## config.mk

```make
export PLATFORM = sky130hd
export DESIGN_NAME = ps2_key_event_decoder
export DESIGN_NICKNAME = d
export VERILOG_FILES = /design/src/rtl/ps2_key_pkg.sv /design/src/rtl/sync_fifo.sv /design/src/rtl/ps2_key_event_decoder.sv
export SDC_FILE = /design/constraint.sdc
export NUM_CORES = 1
export LEC_CHECK = 0
export ABC_AREA = 1
export CAP_MARGIN = 15
export CORE_MARGIN = 2
export CORE_UTILIZATION = 37
export CTS_BUF_LIST = sky130_fd_sc_hd__clkbuf_2
export CTS_CLUSTER_DIAMETER = 120
export CTS_CLUSTER_SIZE = 14
export DETAILED_ROUTE_END_ITERATION = 8
export PLACE_DENSITY = 0.58
export SLEW_MARGIN = 20
export SYNTH_ARGS = -nofsm -noshare
export SYNTH_HDL_FRONTEND = slang
export SYNTH_SLANG_ARGS = --single-unit
export TNS_END_PERCENT = 10
```

## constraint.sdc

```tcl
create_clock -name clock -period 2.5 [get_ports clock]
set_input_delay 0.5 -clock clock [delete_from_list [all_inputs] [get_ports clock]]
set_output_delay 0.5 -clock clock [all_outputs]
set_load 0.03 [all_outputs]
```

## src/rtl/ps2_key_pkg.sv

```systemverilog
// Shared constants, FSM encoding and event-word layout for the PS/2 key event decoder.
// Imported by the decoder top and the event FIFO.
package ps2_key_pkg;

    localparam logic [7:0] BYTE_E0 = 8'hE0;
    localparam logic [7:0] BYTE_F0 = 8'hF0;

    // Keyboard protocol chatter (BAT result, ACK, echo, resend, errors); not keys.
    localparam logic [7:0] BYTE_BAT    = 8'hAA;
    localparam logic [7:0] BYTE_ACK    = 8'hFA;
    localparam logic [7:0] BYTE_ECHO   = 8'hEE;
    localparam logic [7:0] BYTE_RESEND = 8'hFE;
    localparam logic [7:0] BYTE_ERR0   = 8'h00;
    localparam logic [7:0] BYTE_ERR1   = 8'hFF;

    localparam int EVT_W        = 10;
    localparam int EVT_REL      = 9;
    localparam int EVT_EXT      = 8;
    localparam int EVT_CODE_MSB = 7;
    localparam int EVT_CODE_LSB = 0;

    typedef enum logic [1:0] {
        ST_IDLE     = 2'd0,
        ST_GOT_E0   = 2'd1,
        ST_GOT_F0   = 2'd2,
        ST_GOT_E0F0 = 2'd3
    } dec_state_e;

    function automatic logic is_chatter(input logic [7:0] b);
        return (b == BYTE_BAT)    || (b == BYTE_ACK)  || (b == BYTE_ECHO) ||
               (b == BYTE_RESEND) || (b == BYTE_ERR0) || (b == BYTE_ERR1);
    endfunction

    function automatic logic [EVT_W-1:0] make_event(input logic rel, input logic ext,
                                                    input logic [7:0] code);
        logic [EVT_W-1:0] w;
        w                            = '0;
        w[EVT_REL]                   = rel;
        w[EVT_EXT]                   = ext;
        w[EVT_CODE_MSB:EVT_CODE_LSB] = code;
        return w;
    endfunction

endpackage

```

## src/rtl/sync_fifo.sv

```systemverilog
// Synchronous FIFO with exact occupancy count; a push while full is accepted only
// when a pop happens in the same cycle, otherwise it is ignored (caller flags loss).
module sync_fifo
    import ps2_key_pkg::*;
#(
    parameter int WIDTH = EVT_W,
    parameter int DEPTH = 8
) (
    input  logic                     clk_i,
    input  logic                     rst_ni,
    input  logic                     push_i,
    input  logic [WIDTH-1:0]         push_data_i,
    input  logic                     pop_i,
    output logic [WIDTH-1:0]         pop_data_o,
    output logic                     full_o,
    output logic                     empty_o,
    output logic [$clog2(DEPTH):0]   count_o
);

    localparam int AW = $clog2(DEPTH);
    localparam int CW = AW + 1;

    logic [WIDTH-1:0] mem_q [DEPTH];
    logic [AW-1:0]    wr_ptr_q, wr_ptr_d;
    logic [AW-1:0]    rd_ptr_q, rd_ptr_d;
    logic [CW-1:0]    count_q, count_d;
    logic             do_push, do_pop;

    assign empty_o    = (count_q == '0);
    assign full_o     = (count_q == CW'(DEPTH));
    assign count_o    = count_q;
    assign pop_data_o = mem_q[rd_ptr_q];

    // Pops on an empty FIFO are ignored; a full FIFO frees its slot for a same-cycle push.
    assign do_pop  = pop_i && !empty_o;
    assign do_push = push_i && (!full_o || do_pop);

    always_comb begin
        wr_ptr_d = wr_ptr_q;
        rd_ptr_d = rd_ptr_q;
        count_d  = count_q;
        if (do_push) begin
            wr_ptr_d = wr_ptr_q + 1'b1;
        end
        if (do_pop) begin
            rd_ptr_d = rd_ptr_q + 1'b1;
        end
        if (do_push && !do_pop) begin
            count_d = count_q + 1'b1;
        end else if (do_pop && !do_push) begin
            count_d = count_q - 1'b1;
        end
    end

    always_ff @(posedge clk_i) begin
        if (!rst_ni) begin
            wr_ptr_q <= '0;
            rd_ptr_q <= '0;
            count_q  <= '0;
        end else begin
            wr_ptr_q <= wr_ptr_d;
            rd_ptr_q <= rd_ptr_d;
            count_q  <= count_d;
        end
    end

    always_ff @(posedge clk_i) begin
        if (do_push) begin
            mem_q[wr_ptr_q] <= push_data_i;
        end
    end

endmodule

```

## src/rtl/ps2_key_event_decoder.sv

```systemverilog
// Folds PS/2 E0/F0 prefixes into make/break key events, drops protocol chatter,
// and queues events for the processor behind a valid/ready port.
module ps2_key_event_decoder
    import ps2_key_pkg::*;
#(
    parameter int DEPTH          = 8,
    parameter int PREFIX_TIMEOUT = 50000
) (
    input  logic                     clock,
    input  logic                     resetn,
    input  logic                     key_valid,
    input  logic [7:0]               key_byte,
    // Handshake: the head event transfers on a rising clock edge where evt_valid and
    // evt_ready are both high; evt_data is stable while evt_valid is high and not popped,
    // and evt_ready is ignored while evt_valid is low.
    output logic                     evt_valid,
    output logic [EVT_W-1:0]         evt_data,
    input  logic                     evt_ready,
    output logic [$clog2(DEPTH):0]   evt_count,
    output logic                     overflow,
    input  logic                     clear_overflow,
    output logic [1:0]               fsm_state
);

    localparam int TW = $clog2(PREFIX_TIMEOUT + 1);
    localparam logic [TW-1:0] TMO_LAST = TW'(PREFIX_TIMEOUT - 1);

    dec_state_e       state_q, state_d;
    logic [TW-1:0]    tmo_q, tmo_d;
    logic             overflow_q, overflow_d;
    logic             emit, emit_rel, emit_ext;
    logic             timeout_hit;
    logic             fifo_full, fifo_empty, pop;
    logic [EVT_W-1:0] emit_word;

    assign timeout_hit = (state_q != ST_IDLE) && !key_valid && (tmo_q == TMO_LAST);

    always_comb begin
        state_d  = state_q;
        emit     = 1'b0;
        emit_rel = 1'b0;
        emit_ext = 1'b0;
        if (timeout_hit) begin
            state_d = ST_IDLE;
        end else if (key_valid) begin
            unique case (state_q)
                ST_IDLE: begin
                    if (key_byte == BYTE_E0) begin
                        state_d = ST_GOT_E0;
                    end else if (key_byte == BYTE_F0) begin
                        state_d = ST_GOT_F0;
                    end else if (!is_chatter(key_byte)) begin
                        emit = 1'b1;
                    end
                end
                ST_GOT_E0: begin
                    if (key_byte == BYTE_F0) begin
                        state_d = ST_GOT_E0F0;
                    end else if (key_byte != BYTE_E0) begin
                        emit     = 1'b1;
                        emit_ext = 1'b1;
                        state_d  = ST_IDLE;
                    end
                end
                ST_GOT_F0: begin
                    // An E0 after F0 restarts the sequence; the stale F0 is forgotten.
                    if (key_byte == BYTE_E0) begin
                        state_d = ST_GOT_E0;
                    end else if (key_byte != BYTE_F0) begin
                        emit     = 1'b1;
                        emit_rel = 1'b1;
                        state_d  = ST_IDLE;
                    end
                end
                ST_GOT_E0F0: begin
                    if (key_byte == BYTE_E0) begin
                        state_d = ST_GOT_E0;
                    end else if (key_byte != BYTE_F0) begin
                        emit     = 1'b1;
                        emit_rel = 1'b1;
                        emit_ext = 1'b1;
                        state_d  = ST_IDLE;
                    end
                end
                default: state_d = ST_IDLE;
            endcase
        end
    end

    always_comb begin
        tmo_d = tmo_q + 1'b1;
        if ((state_q == ST_IDLE) || key_valid || timeout_hit) begin
            tmo_d = '0;
        end
    end

    assign emit_word = make_event(emit_rel, emit_ext, key_byte);
    assign pop       = evt_valid && evt_ready;

    always_comb begin
        overflow_d = overflow_q;
        if (clear_overflow) begin
            overflow_d = 1'b0;
        end
        if (emit && fifo_full && !pop) begin
            overflow_d = 1'b1;
        end
    end

    always_ff @(posedge clock) begin
        if (!resetn) begin
            state_q    <= ST_IDLE;
            tmo_q      <= '0;
            overflow_q <= 1'b0;
        end else begin
            state_q    <= state_d;
            tmo_q      <= tmo_d;
            overflow_q <= overflow_d;
        end
    end

    sync_fifo #(
        .WIDTH (EVT_W),
        .DEPTH (DEPTH)
    ) u_fifo (
        .clk_i       (clock),
        .rst_ni      (resetn),
        .push_i      (emit),
        .push_data_i (emit_word),
        .pop_i       (pop),
        .pop_data_o  (evt_data),
        .full_o      (fifo_full),
        .empty_o     (fifo_empty),
        .count_o     (evt_count)
    );

    assign evt_valid = !fifo_empty;
    assign overflow  = overflow_q;
    assign fsm_state = state_q;

endmodule
```

# After elaboration in Yosys (flattened, before gate mapping)
# Memory sizes are Yosys's and may differ from the RTL's. A register that Yosys moved wholly into a read port is not among the register bits.
# Index checks and enable logic that the tools add are counted.
[totals]
ff_bits = 29
ram_bits = 80
inputBits = 13
output_inout_bits = 18
wordCells = 94
n_memories = 1
[classes]
add_sub_neg = 5
n_eq_ne = 17
mux = 31
n_bitwise = 1
reduce_logical = 33
[memory_table]
columns = ["memory", "words", "word_bits", "rd", "rd_clocked_by_memory_dff", "write_ports", "line", "rtl"]
rows = [
  ["u_fifo.mem_q", 8, 10, 1, 1, 1, "sync_fifo.sv:23", "logic [WIDTH-1:0] mem_q [DEPTH];"],
]
[op_table]
columns = ["op", "count"]
rows = [
  ["$eq A8 B8 Y1 const B", 7],
  ["$mux W1", 18],
  ["$add A16 B1 Y16 const B", 1],
  ["$eq A16 B16 Y1 const B", 1],
  ["$ne A8 B8 Y1 const B", 2],
  ["$mux W2", 6],
  ["$logic_and A1 B1 Y1", 9],
  ["$logic_not A8 Y1", 1],
  ["$logic_or A1 B1 Y1", 8],
  ["$mux W4", 2],
  ["$add A3 B1 Y3 const B", 2],
  ["$logic_not A1 Y1", 6],
  ["$mux W3", 2],
  ["$ne A3 B3 Y1 const B", 2],
  ["$pmux W2 S3", 1],
  ["$reduce_bool A2 Y1", 3],
  ["$reduce_or A2 Y1", 3],
  ["$add A4 B1 Y4 const B", 1],
  ["$eq A2 B2 Y1 const B", 2],
  ["$eq A4 B4 Y1 const B", 1],
  ["$logic_not A4 Y1", 1],
  ["$reduce_and A4 Y1", 1],
  ["$sub A4 B1 Y4 const B", 1],
  ["$ne A3 B1 Y1 const B", 1],
  ["other kinds (5)", 5],
]

# Depth between registers and ports, before layout
[depth]
word_depth = 17
depth_mapped = 15
ltp_nobuf = 15

# By module
# From an unflattened synthesis, not the netlist that was laid out.
[hier_totals]
cells_unflattened = 554
area_unflattened_um2 = 5195.0
[modules_own_cells]
columns = ["mod", "instances", "cells_per_inst", "area_each_um2", "seq_area_each_um2"]
rows = [
  ["sync_fifo", 1, 368, 3966.3, 2662.6],
  ["ps2_key_event_decoder", 1, 186, 1228.7, 380.4],
]

# Worst setup path after synthesis
# No wires, ideal clock.
[synth_path]
kind = "register to register"
startpoint = "register u_fifo.count_q[0], in the netlist u_fifo.count_o[0]"
endpoint = "register u_fifo.count_q[3], in the netlist u_fifo.count_o[3]"
setup_time_ns = 0.070
t_arrival_ns = 2.250
required_ns = 2.430
setup_slack_ns = 0.180
path_stages_with_launch = 12
n_path_buf = 0
synth_period_minus_slack_ns = 2.320
path_cell_list = "dfxtp_1 nor2_1 nand3_1 nand2_1 ha_1 inv_1 ha_1 a21oi_1 and2_1 xor2_1 nand2_1 a21oi_1"
[synth_between]
elab_chain_len = 9
elab_cells_between_ends = 17
classes_between = "add/sub (2); eq/ne (1); mux (2); reduce/logical (12)"
[synth_rtl]
columns = ["element", "line", "rtl"]
rows = [
  ["from (decl)", "sync_fifo.sv:26", "logic [CW-1:0] count_q, count_d;"],
  ["from (signal assigned)", "sync_fifo.sv:63", "count_q <= count_d;"],
  ["$logic_not A4 Y1 (*)", "sync_fifo.sv:29", "assign empty_o = (count_q == '0);"],
  ["$logic_not A1 Y1 (*)", "ps2_key_event_decoder.sv:137", "assign evt_valid = !fifo_empty;"],
  ["net evt_valid", "ps2_key_event_decoder.sv:16", "output logic evt_valid,"],
  ["$logic_and A1 B1 Y1", "ps2_key_event_decoder.sv:98", "assign pop = evt_valid && evt_ready;"],
  ["$logic_and A1 B1 Y1 (*)", "sync_fifo.sv:35", "assign do_pop = pop_i && !empty_o;"],
  ["$logic_or A1 B1 Y1", "sync_fifo.sv:36", "assign do_push = push_i && (!full_o || do_pop);"],
  ["$logic_and A1 B1 Y1", "sync_fifo.sv:36", ""],
  ["$logic_not A1 Y1", "sync_fifo.sv:50", "end else if (do_pop && !do_push) begin"],
  ["$logic_and A1 B1 Y1", "sync_fifo.sv:50", ""],
  ["$reduce_bool A2 Y1 (no source line)", "n/a", ""],
]
# The timed path passes the listed nets; every way through them passes the cells marked *. The select of a mux whose other input is x is not followed.
# A chain may end at the register's enable or synchronous reset.

==> reports/metrics.cfg <==
[synthesis]
synth-seq-cells = 112
synth-edff-count = 80
synth_flop_cell = edfxtp_1
synth.top_cell.area_share_pct = 49.1
ys_types = 34
synth.avg_cell_area_sq_um = 10.1
netlist_area_sq_um = 4890
synth_area_leader_cell = edfxtp_1
ys_top_cells_by_area = edfxtp_1 49%, dfxtp_1 13%, nor2_1 7.6%, nand2_1 6.3%, o32ai_1 3.6%
synthCells = 484
async_reset_ff_share_pct = 0
yosysSeqAreaShare_pct = 62.2
synth_nets = 504
yosys_warnings = 0

[critical_path]
start_kind = flip-flop
path_buf_inv = 3
critPathSlowestCell = dfxtp_4
crit_fanout = 20
critPathRequiredTime_ns = 2.00
reg2regPathDepth = 14
critical_path_arrival_ns = 2.02
max_stage_delay_ns = 0.43
crit_type = reg -> out
endpoint_kind = output pin
cp_top_family = buffers and inverters
cp.depth = 7
crit_chain = clkinvlp_4 -> buf_12 -> nor2_1 -> o32ai_1 -> nand2_1 -> nand2_2 -> buf_6

[drt]
wire_per_inst_microns = 15.2
wirelength_mm = 11.1
ant_nets = 0
vias = 3560
viasPerCell = 4.90
drc = 0
dr.pass1.iters = 5
drtIter0Drc = 232

[cells_and_area]
drive_gt1_share_pct = 20.5
diodes = 0
final_cells = 727
nets = 566
num-fill-cells = 1215
synthToLayoutAreaGrowth_pct = 22.5

[place]
place_congestion = 0.816
hpwl_mm = 7.09
dp.cells = 710
place_ws_ns = -0.401
io_buffers = 30

[timing]
tightestPinTransition_ns = 0.389
hold_viol = 0
max_freq_mhz = 396
holdWs_ns = 0.472
maxSlewViolCount = 0
finClkSkew_ns = 0.0158
min_period_over_period_pct = 101
fin_ws_ns = -0.0221
rsz0062_at_grt = yes
slew-limit-headroom_pct = 73.9
setup_viol = 1
min_period_ns = 2.52

[die]
die_y_microns = 119
design.die.area_sq_um = 14200
num_io_pins = 31
core_sq_um = 13100
die_w_microns = 119
num_rows = 42
initial_core_util_pct = 37.4

[power_and_ir_drop]
power_switching_mw = 1.79
swShare_pct = 37.1
peakVddDrop_mv = 0.706
power_frac_comb_pct = 38.0
leakagePower_nw = 2.15
power_frac_clock_pct = 16.7
p_seq_share_pct = 45.3
power_per_cell_area_nw_per_um2 = 803
p_int_mw = 3.03

[cts]
cts.sinks = 112
clk_pin_slew_worst_paths_ns = 0.30
htreeDepth = 3
post_cts_buffers = 0
hold_buffers = 0
numCtsBuffers = 9
cts_tree = yes
clk_latency_ns = 0.60
clock_path_buffers = 2
clk_root_buffer_cell = clkbuf_2

[global_routing]
grt.total_usage_pct = 16.4
grt_pass1_wl_mm = 17.9
grt_overflow = 0
grt_max_degree = 41
grt_antenna_before_repair = 0
grt_pass1_vias = 3488

[status]
violations = negative setup slack
status = complete, but fails checks

[hold_path]
hold_path_depth = 1
min_path_type = reg -> reg

[run]
drv_cap = 0

[logic make-up (layout without fill, tap and decap cells)]
logic type	count (synthesis)	after routing	synth area share [%]
buffers and inverters	55	122	4.65
adder cells (fa/ha/maj)	7	7	1.94
flip-flops	112	112	62.2
AND/OR/NAND/NOR	230	230	20.6
AO/OA/AOI/OAI	74	74	9.59
XOR/XNOR	6	6	1.07
[cells in the final DEF (no fill, tap or decap), types with 11 or more instances in the layout]
cell / n
nand3_1: 13
edfxtp_1: 80
buf_12: 11
buf_4: 23
clkdlybuf4s50_1: 19
o21ai_0: 32
dfxtp_1: 30
inv_1: 34
a21oi_1: 14
nor2_2: 13
nand2_1: 75
nor2_1: 95
[power groups by stage]
stage / clock [mW] / combinational (mW) / sequential [mW]
after detailed placement: 0 / 1.66 / 2.21
after CTS: 0.853 / 1.77 / 2.18
final: 0.804 / 1.83 / 2.18
after global routing: 0.914 / 1.98 / 2.20
after floorplan: 0 / 0.932 / 2.26
after global placement: 0 / 1.62 / 2.21
[final timing paths]
path,from,to,slack (ns)
hold reg to reg,u_fifo.rd_ptr_q[2]$_SDFFE_PN0P_,u_fifo.rd_ptr_q[2]$_SDFFE_PN0P_,0.47
setup reg to reg,fsm_state[1]$_SDFFE_PP0P_,u_fifo.count_o[3]$_SDFFE_PN0P_,0.25
setup / recovery,flip-flop,evt_data[7],-0.02
hold / removal,u_fifo.rd_ptr_q[2]$_SDFFE_PN0P_,u_fifo.rd_ptr_q[2]$_SDFFE_PN0P_,0.47
[worst register-to-register path: cells and delay by family, from the launching register on]
family	cells	cell delay, ns
and+or+nand+nor	7	0.74
adders and majority gates	2	0.46
DFF	1	0.43
AOI/OAI and AO/OA	2	0.26
buffers and inverters	2	0.17
xor gates and xnor gates	1	0.15
[cell usage after synthesis (2+ instances only)]
| library cell | count |
|---|---|
| a21oi_1 | 14 |
| a21oi_2 | 6 |
| buf_2 | 4 |
| clkbuf_1 | 9 |
| clkinv_1 | 3 |
| dfxtp_1 | 32 |
| edfxtp_1 | 80 |
| ha_1 | 6 |
| inv_1 | 35 |
| inv_2 | 3 |
| nand2_1 | 82 |
| nand2_2 | 2 |
| nand3_1 | 13 |
| nand3_2 | 2 |
| nand3b_1 | 2 |
| nand4_1 | 6 |
| nor2_1 | 99 |
| nor2_2 | 9 |
| nor2_4 | 2 |
| nor3_1 | 5 |
| nor3_2 | 2 |
| o21ai_0 | 32 |
| o32ai_1 | 20 |
| xor2_1 | 6 |
[repair_timing]
| item | 4_1_cts | 5_1_grt |
|---|---|---|
| pin swaps | 1 | 4 |
| cloned | 1 | 0 |
| gates resized for setup | 82 | 15 |
| setup endpoints to repair | 11 | 10 |
[layer usage]
layer / vias to the layer above / track usage (%) / share of wire (%)
li1: 1778 / - / -
met3: 18 / 4.41 / 3.2
met2: 59 / 26.7 / 49
met1: 1705 / 21.2 / 46
met5: - / 0 / 0
met4: 0 / 5.13 / 2.0
[state kept, by name (all words and copies together), names as in the netlist, named ones only]
register / flops
u_fifo.count_o: 4
overflow: 1
fsm_state: 2
u_fifo.wr_ptr_q: 3
tmo_q: 16
u_fifo.rd_ptr_q: 3
u_fifo.mem_q: 80
[metrics by stage]
step                utilization [%]  cell area (sq um)  power (mW)  TNS (ns)
finish                         45.8               6000        4.82   -0.0221
global route                   45.8               6000        5.09     -1.42
CTS                            45.2               5920        4.80    -0.473
detailed placement             43.8               5730        3.87     -1.22
global placement               43.8               5730        3.83    -0.797
floorplan                         -               4890        3.19         0
[layout make-up]
class                           instances  area [sq um]  area share [%]
Timing Repair Buffer                   65           732            12.2
Clock inverter                          7          68.8            1.15
Sequential cell                       112          3050            50.8
Clock buffer                            9          45.0           0.751
Inverter                               41           158            2.63
Multi-Input combinational cell        317          1730            28.8
Tap cell                              176           220            3.67
Power figures use the tool's default switching activity.
